[config.mk]
export PLATFORM = sky130hd
export DESIGN_NAME = neighbor_gather
export DESIGN_NICKNAME = d
export VERILOG_FILES = /design/src/rtl/subdiv_pkg.sv /design/src/rtl/neighbor_gather_acc.sv /design/src/rtl/neighbor_gather.sv
export SDC_FILE = /design/constraint.sdc
export NUM_CORES = 1
export LEC_CHECK = 0
export CORE_MARGIN = 5
export CORE_UTILIZATION = 58
export DETAILED_ROUTE_END_ITERATION = 8
export GPL_ROUTABILITY_DRIVEN = 0
export PLACE_DENSITY = 0.95
export SLEW_MARGIN = 25
export SYNTH_ARGS = -nofsm -noshare
export SYNTH_HDL_FRONTEND = slang
export SYNTH_SLANG_ARGS = --single-unit
export TNS_END_PERCENT = 1
[constraint.sdc]
create_clock -name clk -period 6.75 [get_ports clk]
set_clock_uncertainty 0.05 [all_clocks]
set_input_delay 1.35 -clock clk [delete_from_list [all_inputs] [get_ports clk]]
set_output_delay 1.35 -clock clk [all_outputs]
set_load 0.01 [all_outputs]
[src/rtl/subdiv_pkg.sv]
// subdiv_pkg: definitions shared by the subdivision read-side blocks.
//   ADDR_WIDTH        - width of the neighbor/obj RAM word addresses
//   OBJ_VERTEX_OFFSET - obj RAM word address of vertex 1's x coordinate
//   gather_state_t    - neighbor_gather FSM states (also exported for debug)
//   vertex_addr()     - obj RAM address of vertex v's x word, 3*(v-1)+2
package subdiv_pkg;

    localparam int ADDR_WIDTH        = 9;
    localparam int OBJ_VERTEX_OFFSET = 2;

    typedef enum logic [3:0] {
        ST_IDLE   = 4'd0,
        ST_CNT    = 4'd1,
        ST_NIDX   = 4'd2,
        ST_X      = 4'd3,
        ST_Y      = 4'd4,
        ST_Z      = 4'd5,
        ST_SKIP   = 4'd6,
        ST_CENTER = 4'd7,
        ST_OUT    = 4'd8
    } gather_state_t;

    // Address arithmetic wraps to the RAM address width.
    function automatic logic [ADDR_WIDTH-1:0] vertex_addr(input logic [31:0] v);
        return ADDR_WIDTH'(32'd3 * (v - 32'd1) + 32'(OBJ_VERTEX_OFFSET));
    endfunction

endpackage

[src/rtl/neighbor_gather_acc.sv]
// neighbor_gather_acc: three signed coordinate accumulators.
//   clk, rst          - clock, synchronous active-high reset (clears sums)
//   clr               - clear all three sums (start of a new request)
//   add_x/add_y/add_z - add the sign-extended din word into that sum
//   din               - 32-bit two's-complement coordinate word
//   sum_x/y/z         - SUM_WIDTH signed sums
module neighbor_gather_acc #(
    parameter int SUM_WIDTH = 36
) (
    input  logic                        clk,
    input  logic                        rst,
    input  logic                        clr,
    input  logic                        add_x,
    input  logic                        add_y,
    input  logic                        add_z,
    input  logic [31:0]                 din,
    output logic signed [SUM_WIDTH-1:0] sum_x,
    output logic signed [SUM_WIDTH-1:0] sum_y,
    output logic signed [SUM_WIDTH-1:0] sum_z
);

    logic signed [SUM_WIDTH-1:0] din_ext;

    assign din_ext = {{(SUM_WIDTH-32){din[31]}}, din};

    always_ff @(posedge clk) begin
        if (rst || clr) begin
            sum_x <= '0;
            sum_y <= '0;
            sum_z <= '0;
        end else begin
            if (add_x) sum_x <= sum_x + din_ext;
            if (add_y) sum_y <= sum_y + din_ext;
            if (add_z) sum_z <= sum_z + din_ext;
        end
    end

endmodule

[src/rtl/neighbor_gather.sv]
// neighbor_gather: for one requested vertex, walks its neighbor list in the
// neighbor RAM, fetches each neighbor's x/y/z from the obj RAM and returns the
// valence plus signed coordinate sums.
//
// Handshake: a request is accepted on an edge where req_valid && req_ready;
// req_ready is high only in IDLE. A response is presented with resp_valid and
// held, outputs stable, until an edge where resp_valid && resp_ready.
//
// Ports:
//   clk, rst                  - clock, synchronous active-high reset
//   vertex_count              - number of vertices in the obj RAM
//   req_valid/req_ready       - request handshake, req_vertex is 1-based
//   RAM_NBR_* / RAM_OBJ_*     - read-only RAM ports (registered addresses,
//                               data valid one edge after the address edge)
//   resp_valid/resp_ready     - response handshake
//   valence, sum_x/y/z        - neighbors summed and their coordinate sums
//   err                       - bad request vertex or a skipped neighbor index
//   ovf                       - stored count was clamped to MAX-1
//   center_x/y/z              - requested vertex's own coordinates
//                               (only with NEIGHBOR_GATHER_CENTER_EN)
//   dbg_state                 - current FSM state
//
// Build option: define NEIGHBOR_GATHER_CENTER_EN to add the CENTER state and
// the center_x/y/z outputs.
module neighbor_gather
    import subdiv_pkg::*;
#(
    parameter int MAX_NEIGHBOR_COUNT = 10,
    parameter int SUM_WIDTH          = 36
) (
    input  logic                        clk,
    input  logic                        rst,
    input  logic [31:0]                 vertex_count,
    input  logic                        req_valid,
    output logic                        req_ready,
    input  logic [31:0]                 req_vertex,
    output logic                        RAM_NBR_EN,
    output logic [ADDR_WIDTH-1:0]       RAM_NBR_A,
    output logic [3:0]                  RAM_NBR_WE,
    input  logic [31:0]                 RAM_NBR_Do,
    output logic                        RAM_OBJ_EN,
    output logic [ADDR_WIDTH-1:0]       RAM_OBJ_A,
    output logic [3:0]                  RAM_OBJ_WE,
    input  logic [31:0]                 RAM_OBJ_Do,
    output logic                        resp_valid,
    input  logic                        resp_ready,
    output logic [3:0]                  valence,
    output logic signed [SUM_WIDTH-1:0] sum_x,
    output logic signed [SUM_WIDTH-1:0] sum_y,
    output logic signed [SUM_WIDTH-1:0] sum_z,
    output logic                        err,
    output logic                        ovf,
`ifdef NEIGHBOR_GATHER_CENTER_EN
    output logic [31:0]                 center_x,
    output logic [31:0]                 center_y,
    output logic [31:0]                 center_z,
`endif
    output gather_state_t               dbg_state
);

    localparam logic [3:0] CNT_MAX = 4'(MAX_NEIGHBOR_COUNT - 1);

`ifdef NEIGHBOR_GATHER_CENTER_EN
    localparam gather_state_t DONE_STATE = ST_CENTER;
`else
    localparam gather_state_t DONE_STATE = ST_OUT;
`endif

    function automatic logic [ADDR_WIDTH-1:0] slot_base(input logic [31:0] v);
        return ADDR_WIDTH'((v - 32'd1) * 32'(MAX_NEIGHBOR_COUNT));
    endfunction

    gather_state_t         state, state_next;
    logic [ADDR_WIDTH-1:0] nbr_base, nbr_a, obj_a;
    logic [3:0]            cnt, idx, idx_inc, raw_cnt, cnt_in;
    logic                  req_ok, nbr_ok, last_entry, start;

    assign raw_cnt    = RAM_NBR_Do[3:0];
    assign cnt_in     = (raw_cnt > CNT_MAX) ? CNT_MAX : raw_cnt;
    assign req_ok     = (req_vertex != 32'd0) && (req_vertex <= vertex_count);
    assign nbr_ok     = (RAM_NBR_Do != 32'd0) && (RAM_NBR_Do <= vertex_count);
    assign idx_inc    = idx + 4'd1;
    assign last_entry = (idx_inc == cnt);
    assign start      = (state == ST_IDLE) && req_valid;

`ifdef NEIGHBOR_GATHER_CENTER_EN
    logic [31:0] vertex;
    logic [1:0]  center_phase;
`endif

    // FSM state register
    always_ff @(posedge clk) begin
        if (rst) state <= ST_IDLE;
        else     state <= state_next;
    end

    // FSM next state and state-decoded outputs
    always_comb begin
        state_next = state;
        req_ready  = 1'b0;
        resp_valid = 1'b0;
        RAM_NBR_EN = 1'b1;
        RAM_OBJ_EN = 1'b1;
        case (state)
            ST_IDLE: begin
                req_ready  = 1'b1;
                RAM_NBR_EN = 1'b0;
                RAM_OBJ_EN = 1'b0;
                if (req_valid) state_next = req_ok ? ST_CNT : ST_OUT;
            end
            ST_CNT:  state_next = (cnt_in == 4'd0) ? DONE_STATE : ST_NIDX;
            ST_NIDX: state_next = nbr_ok ? ST_X : ST_SKIP;
            ST_X:    state_next = ST_Y;
            ST_Y:    state_next = ST_Z;
            // A skipped index spends one bookkeeping cycle in SKIP doing what
            // Z does for a real neighbor, minus the sum and valence update.
            ST_Z, ST_SKIP: state_next = last_entry ? DONE_STATE : ST_NIDX;
`ifdef NEIGHBOR_GATHER_CENTER_EN
            ST_CENTER: if (center_phase == 2'd2) state_next = ST_OUT;
`endif
            ST_OUT: begin
                resp_valid = 1'b1;
                RAM_NBR_EN = 1'b0;
                RAM_OBJ_EN = 1'b0;
                if (resp_ready) state_next = ST_IDLE;
            end
            default: state_next = ST_IDLE;
        endcase
    end

    // Address, count and status datapath
    always_ff @(posedge clk) begin
        if (rst) begin
            nbr_base <= '0;
            nbr_a    <= '0;
            obj_a    <= '0;
            cnt      <= '0;
            idx      <= '0;
            valence  <= '0;
            err      <= 1'b0;
            ovf      <= 1'b0;
        end else begin
            case (state)
                ST_IDLE: if (req_valid) begin
                    nbr_base <= slot_base(req_vertex);
                    nbr_a    <= slot_base(req_vertex);
                    cnt      <= '0;
                    idx      <= '0;
                    valence  <= '0;
                    err      <= !req_ok;
                    ovf      <= 1'b0;
                end
                ST_CNT: begin
                    cnt <= cnt_in;
                    ovf <= (raw_cnt > CNT_MAX);
                    idx <= '0;
                    if (cnt_in != 4'd0) nbr_a <= nbr_base + ADDR_WIDTH'(1);
                end
                ST_NIDX: begin
                    if (nbr_ok) obj_a <= vertex_addr(RAM_NBR_Do);
                    else        err   <= 1'b1;
                end
                ST_X, ST_Y: obj_a <= obj_a + ADDR_WIDTH'(1);
                ST_Z, ST_SKIP: begin
                    if (state == ST_Z) valence <= valence + 4'd1;
                    idx <= idx_inc;
                    // Entry idx lives at base+1+idx; word 0 is the count.
                    if (!last_entry)
                        nbr_a <= nbr_base + ADDR_WIDTH'(1) + ADDR_WIDTH'(idx_inc);
                end
                default: ;
            endcase
`ifdef NEIGHBOR_GATHER_CENTER_EN
            if (start) vertex <= req_vertex;
            if (state_next == ST_CENTER && state != ST_CENTER)
                obj_a <= vertex_addr(vertex);
            else if (state == ST_CENTER)
                obj_a <= obj_a + ADDR_WIDTH'(1);
`endif
        end
    end

`ifdef NEIGHBOR_GATHER_CENTER_EN
    always_ff @(posedge clk) begin
        if (rst) begin
            vertex       <= '0;
            center_phase <= '0;
            center_x     <= '0;
            center_y     <= '0;
            center_z     <= '0;
        end else if (state == ST_CENTER) begin
            center_phase <= center_phase + 2'd1;
            case (center_phase)
                2'd0:    center_x <= RAM_OBJ_Do;
                2'd1:    center_y <= RAM_OBJ_Do;
                default: center_z <= RAM_OBJ_Do;
            endcase
        end else begin
            center_phase <= '0;
        end
    end
`endif

    neighbor_gather_acc #(
        .SUM_WIDTH (SUM_WIDTH)
    ) u_acc (
        .clk   (clk),
        .rst   (rst),
        .clr   (start),
        .add_x (state == ST_X),
        .add_y (state == ST_Y),
        .add_z (state == ST_Z),
        .din   (RAM_OBJ_Do),
        .sum_x (sum_x),
        .sum_y (sum_y),
        .sum_z (sum_z)
    );

    assign RAM_NBR_A  = nbr_a;
    assign RAM_OBJ_A  = obj_a;
    assign RAM_NBR_WE = 4'b0000;
    assign RAM_OBJ_WE = 4'b0000;
    assign dbg_state  = state;

endmodule
# Word level (Yosys, flattened, before mapping)
# Index checks and enable logic that the tools add are counted.
op_classes:
  n_lt_le_gt_ge: 3
  addsub: 11
  n_mux: 27
  n_eq_ne: 15
  multipliers: 2
  reduce_logical: 26
ops:
  columns: ["operator", "n"]
  rows:
  - ["$add 36x32->36", 3]
  - ["$le 32x32->1", 2]
  - ["$reduce_bool 32->1", 2]
  - ["$sub 32x1->32 const B", 2]
  - ["$mux 9", 4]
  - ["$mul 2x32->9 const A", 1]
  - ["$mul 32x3->8 const B", 1]
  - ["$mux 4", 8]
  - ["$pmux 4 s7", 1]
  - ["$pmux 9 s3", 1]
  - ["$add 9x1->9 const B", 2]
  - ["$pmux 9 s2", 1]
  - ["$pmux 4 s2", 2]
  - ["$eq 4x3->1 const B", 3]
  - ["$ne 2x2->1 const B", 6]
  - ["$pmux 4 s3", 1]
  - ["$reduce_and 2->1", 5]
  - ["$add 9x2->9 const B", 1]
  - ["$add 9x4->9", 1]
  - ["$add 4x1->4 const B", 2]
  - ["$eq 4x2->1 const B", 2]
  - ["$logic_not 4->1", 2]
  - ["$reduce_bool 2->1", 4]
  - ["$mux 1", 6]
  - ["15 further kinds", 21]
word_totals:
  input_bits: 132
  word_cells: 96
  ff_bits: 152
  out_inout_bits: 148

# Longest topological paths before layout
depth:
  ltp_word: 5
  depth_mapped: 14

# By module
# From an unflattened synthesis, not the netlist that was laid out.
unflattened:
  hier_cells: 1814
  area_unflattened_um2: 14557.7
modules_own_cells:
  columns: ["module", "seq_area_each_um2", "n_inst", "cells_per_inst", "area_per_inst_um2"]
  rows:
  - ["neighbor_gather_acc", 2162.1, 1, 1180, 9555.4]
  - ["neighbor_gather", 880.8, 1, 634, 5002.3]

# Least setup slack after synthesis
# Ideal clock, no wire load.
synth_path:
  path_type: "input-to-reg"
  startpoint: "input port RAM_OBJ_Do[0]"
  endpoint: "register u_acc.sum_x[24]"
  required_time_ps: 6638
  path_buffers: 0
  arrival_time_ps: 3819
  cell_stages: 13
  setup_ps: 62
  slack_ps: 2818
  cell_sequence: "ha_1 > inv_1 > fa_1 > nand2b_1 > and3b_1 > o31a_1 > o31ai_2 > a31o_2 > a311oi_1 > o21bai_1 > a21oi_1 > or4_1 > nand3_1"
synth_via:
  elab_chain_cells: 1
synth_lines:
  columns: ["item", "line", "source"]
  rows:
  - ["start, declared", "neighbor_gather.sv:44", "input logic [31:0] RAM_OBJ_Do,"]
  - ["$add 36x32->36", "neighbor_gather_acc.sv:32", "if (add_x) sum_x <= sum_x + din_ext;"]
  - ["end signal, assigned", "neighbor_gather_acc.sv:32", null]
  - ["end, declared", "neighbor_gather_acc.sv:17", "output logic signed [SUM_WIDTH-1:0] sum_x,"]
# Every way passes these cells.
# A chain may end at the register's enable or synchronous reset.

# Worst setup path in the final report
layout_path:
  startpoint: "input port vertex_count[29]"
  endpoint: "register obj_a[1], in the netlist RAM_OBJ_A[1]"
layout_via:
  elab_chain_cells: 4
layout_lines:
  columns: ["item", "line", "source"]
  rows:
  - ["start, declared", "neighbor_gather.sv:33", "input logic [31:0] vertex_count,"]
  - ["$le 32x32->1", "neighbor_gather.sv:81", "assign nbr_ok = (RAM_NBR_Do != 32'd0) && (RAM_NBR_Do <= vertex_count);"]
  - ["$logic_and 1x1->1", "neighbor_gather.sv:81", null]
  - ["$ne 2x2->1 (no line)", null, null]
  - ["$reduce_and 2->1 (no line)", null, null]
  - ["end signal, assigned", "neighbor_gather.sv:160", "if (nbr_ok) obj_a <= vertex_addr(RAM_NBR_Do);"]
  - ["end signal, assigned", "neighbor_gather.sv:163", "ST_X, ST_Y: obj_a <= obj_a + ADDR_WIDTH'(1);"]
  - ["end, declared", "neighbor_gather.sv:74", "logic [ADDR_WIDTH-1:0] nbr_base, nbr_a, obj_a;"]
# Every way passes these cells.

==> flow_metrics.py <==
metrics = {
    "status": {
        "status": "complete, no violations",
    },
    "sta": {
        "rsz0062_at_grt": "false",
        "setup_ws_ps": 2280,
        "slew_viol_final": 0,
        "max_freq_mhz": 224,
        "worstMarginPinSlew_ps": 888,
        "fin_hold_ws_ps": 425,
        "maxSlewHeadroom": 0.406,
        "fin_crit_ps": 4470,
        "finalSetupViolations": 0,
        "setup_tns_ps": 0,
        "period_share": 0.662,
        "hold_violations": 0,
    },
    "final_layout": {
        "fin_nets": 2372,
        "layout_commonest_cell": "clkdlybuf4s50_1",
        "layout_common_cells": "clkdlybuf4s50_1 (271), nand2_1 (217), ha_1 (202), a21oi_1 (193), dfxtp_1 (152)",
        "fin_cells": 2365,
        "fill_cells": 1662,
        "antenna_cells": 0,
        "syn_to_final_growth_pct": 25.3,
        "fin_area_mm2": 0.0174,
        "finish.utilization": 0.739,
        "drive_above_1_share": 0.0357,
    },
    "grt": {
        "grt.total_usage": 0.313,
        "grt_pass1_wl_um": 69700,
        "grt_max_degree": 95,
        "overflow": 0,
        "antenna_found_initial": 0,
        "grt_pass1_vias": 14606,
    },
    "setup_path": {
        "end_kind": "flop",
        "worstReg2RegEnd": "u_acc.sum_z[32]",
        "cp-start-kind": "input port",
        "cp.required_ps": 6960,
        "r2r_cells": 13,
        "crit_chain": "clkdlybuf4s50_1 > inv_1 > ha_1 > a21o_1 > a21o_1 > a21oi_1 > o21ai_0 > or4b_1 > o21ai_1 > and2_0 > mux2i_1 > a21oi_1",
        "reg2reg_from": "u_acc.sum_z[0]",
        "criticalPathCategory": "in2reg",
        "r2r_slack_ps": 3390,
        "crit_arrival_ps": 4670,
        "worst_path_max_delay_cell": "or4b_1",
        "critPathMaxStageDelay_ps": 530,
        "cp_max_fo": 6,
    },
    "cts": {
        "cts_tree": "done",
        "cts_resized": 0,
        "cts.clk_slew.worst_paths_ps": 80,
        "cts_buffers": 17,
        "htree_levels": 4,
        "root_buffer": "clkbuf_16",
        "cts_buffer_depth": 2,
        "cts.sinks": 152,
        "insertion_delay_ps": 440,
        "holdBufCountCts": 0,
        "postCtsSetupBuffers": 0,
    },
    "flow_run": {
        "max-cap-violations": 0,
    },
    "floorplanning": {
        "die_w_um": 165,
        "ioPinCount": 280,
        "start_util": 0.590,
        "coreArea_mm2": 0.0235,
        "die-area_mm2": 0.0271,
        "rows": 56,
        "die_h_um": 165,
    },
    "routing": {
        "totalWireLength_um": 44100,
        "initialDrtViolationCount": 1329,
        "vias": 14865,
        "ant_nets": 0,
        "vias_per_cell": 6.29,
        "drc": 0,
        "wl_per_cell_um": 18.6,
        "first_pass_iters": 7,
    },
    "synth": {
        "ys_warn_count": 0,
        "synth_fa_ha_area_frac": 0.189,
        "ys.flop_type": "dfxtp_1",
        "ys_seq_area_frac": 0.219,
        "synth_mux_area_frac": 0.00505,
        "syn-cell-area_mm2": 0.0139,
        "yosys-top-cells-area": "dfxtp_1 (22%), ha_1 (18%), a21oi_1 (7.0%)",
        "ys_ff_latch": 152,
        "synth_top_area_share": 0.219,
        "yosys.area_share.simple": 0.202,
        "synth_xor_xnor_area_share": 0.0719,
        "synth-compound-area-share": 0.270,
        "synth-edff-count": 0,
        "ys_types": 82,
        "synthCells": 1798,
        "netlist.top_cell.by_area": "dfxtp_1",
        "synthArstFlopShare": 0,
        "synth_top_family_by_area": "compound AO/OA/AOI/OAI gates",
        "synth_area_per_cell_um2": 7.72,
    },
    "place": {
        "port_buffers": 271,
        "place_area_mm2": 0.0168,
        "place_hpwl_um": 34000,
        "dp.cells": 2333,
        "post-place-ws_ps": 1880,
    },
    "power": {
        "power.internal_mw": 1.81,
        "p_seq_frac": 0.355,
        "p_per_area_mw_per_mm2": 161,
        "swShare": 0.353,
        "p_comb_frac": 0.297,
        "finalPower_mw": 2.80,
        "max-vdd-ir-drop_mv": 0.189,
        "clock_power_share": 0.348,
        "p_sw_mw": 0.988,
        "power.leakage_nw": 7.80,
    },
    "hold_path": {
        "min_path_type": "reg2reg",
        "hold_path_end": "u_acc.sum_z[28]",
        "hp-start": "u_acc.sum_z[28]",
        "hold_depth": 2,
    },
}
[logic make-up (layout without fill, tap and decap cells)]
logic type      Yosys count  count (layout)
buf+inv                 143             384
simple gates            600             600
flops                   152             152
other cells               1               8
compound gates          574             574
xor+xnor                114             114
fa+ha+maj               207             207
mux                       7               7
[worst max path at each step]
stage                     start              end  slack [ps]  cells after the start
2_1_floorplan     RAM_OBJ_Do[0]  u_acc.sum_x[24]        2820                     13
3_3_place_gp      RAM_OBJ_Do[1]  u_acc.sum_x[34]        1990                     13
3_5_place_dp      RAM_OBJ_Do[1]  u_acc.sum_x[30]        1880                     13
4_1_cts        vertex_count[25]     RAM_OBJ_A[1]        2340                     12
5_1_grt           RAM_OBJ_Do[0]  u_acc.sum_y[34]        2030                     14
6_report       vertex_count[29]     RAM_OBJ_A[1]        2280                     12
[Yosys cell counts, drive strengths merged (4+ instances only)]
library cell / n
nand4: 33
a31o: 4
a21o: 110
o21a: 15
nand3b: 4
a211oi: 35
mux2i: 7
a221oi: 8
a2111oi: 7
a31oi: 17
xnor2: 68
nor3: 32
nor3b: 5
or2: 5
inv: 72
nor2: 134
nor4: 19
dfxtp: 152
fa: 5
nand3: 56
o22ai: 4
or3: 11
o211ai: 6
o21bai: 14
a41oi: 5
a211o: 9
nor2b: 16
o31ai: 7
nand2: 219
ha: 202
o2111ai: 5
and2: 13
o21ai: 90
a21oi: 194
o311ai: 4
nand2b: 20
buf: 21
and3: 20
a311oi: 4
a21boi: 9
xor2: 46
clkbuf: 50
a221o: 4
[worst max-delay path, delay by kind of cell]
| family | cells | cell delay [ps] |
|---|---|---|
| simple gates | 2 | 1000 |
| compound gates | 6 | 1240 |
| fa+ha+maj | 1 | 310 |
| mux | 1 | 250 |
| buf+inv | 2 | 530 |
[metal layers]
layer	wire, um	vias to the layer above	GRT usage
met3	4740	165	0.0739
met5	0	-	0
li1	-	7028	-
met2	21100	837	0.546
met1	16400	6835	0.363
met4	1910	0	0.148
[area by class of cell]
class | count | area, um^2 | share of cell area
inverter | 72 | 270 | 0.0155
timing repair buffer | 280 | 2780 | 0.160
sequential | 152 | 3040 | 0.175
clock inverter | 14 | 148 | 0.00849
tap | 319 | 399 | 0.0229
multi-input combinational | 1510 | 10300 | 0.593
clock buffer | 18 | 439 | 0.0252
[power by group through the flow]
stage                     clock, mW  sequential, mW  combinational [mW]
after floorplan                   0            1.01               0.499
after global placement            0            1.01               0.777
after detailed placement          0            1.01               0.809
after CTS                     0.978           0.992               0.819
after global routing           1.02            1.00               0.911
final                         0.976           0.994               0.833
[state kept, by name, summed over array words and instances, names as in the netlist]
name and cells:
cnt 4, nbr_base 8, ovf 1, RAM_OBJ_A 9
err 1, idx 4, dbg_state 4, RAM_NBR_A 9
valence 4, u_acc.sum_z 36, u_acc.sum_x 36, u_acc.sum_y 36
Power figures use the tool's default switching activity.
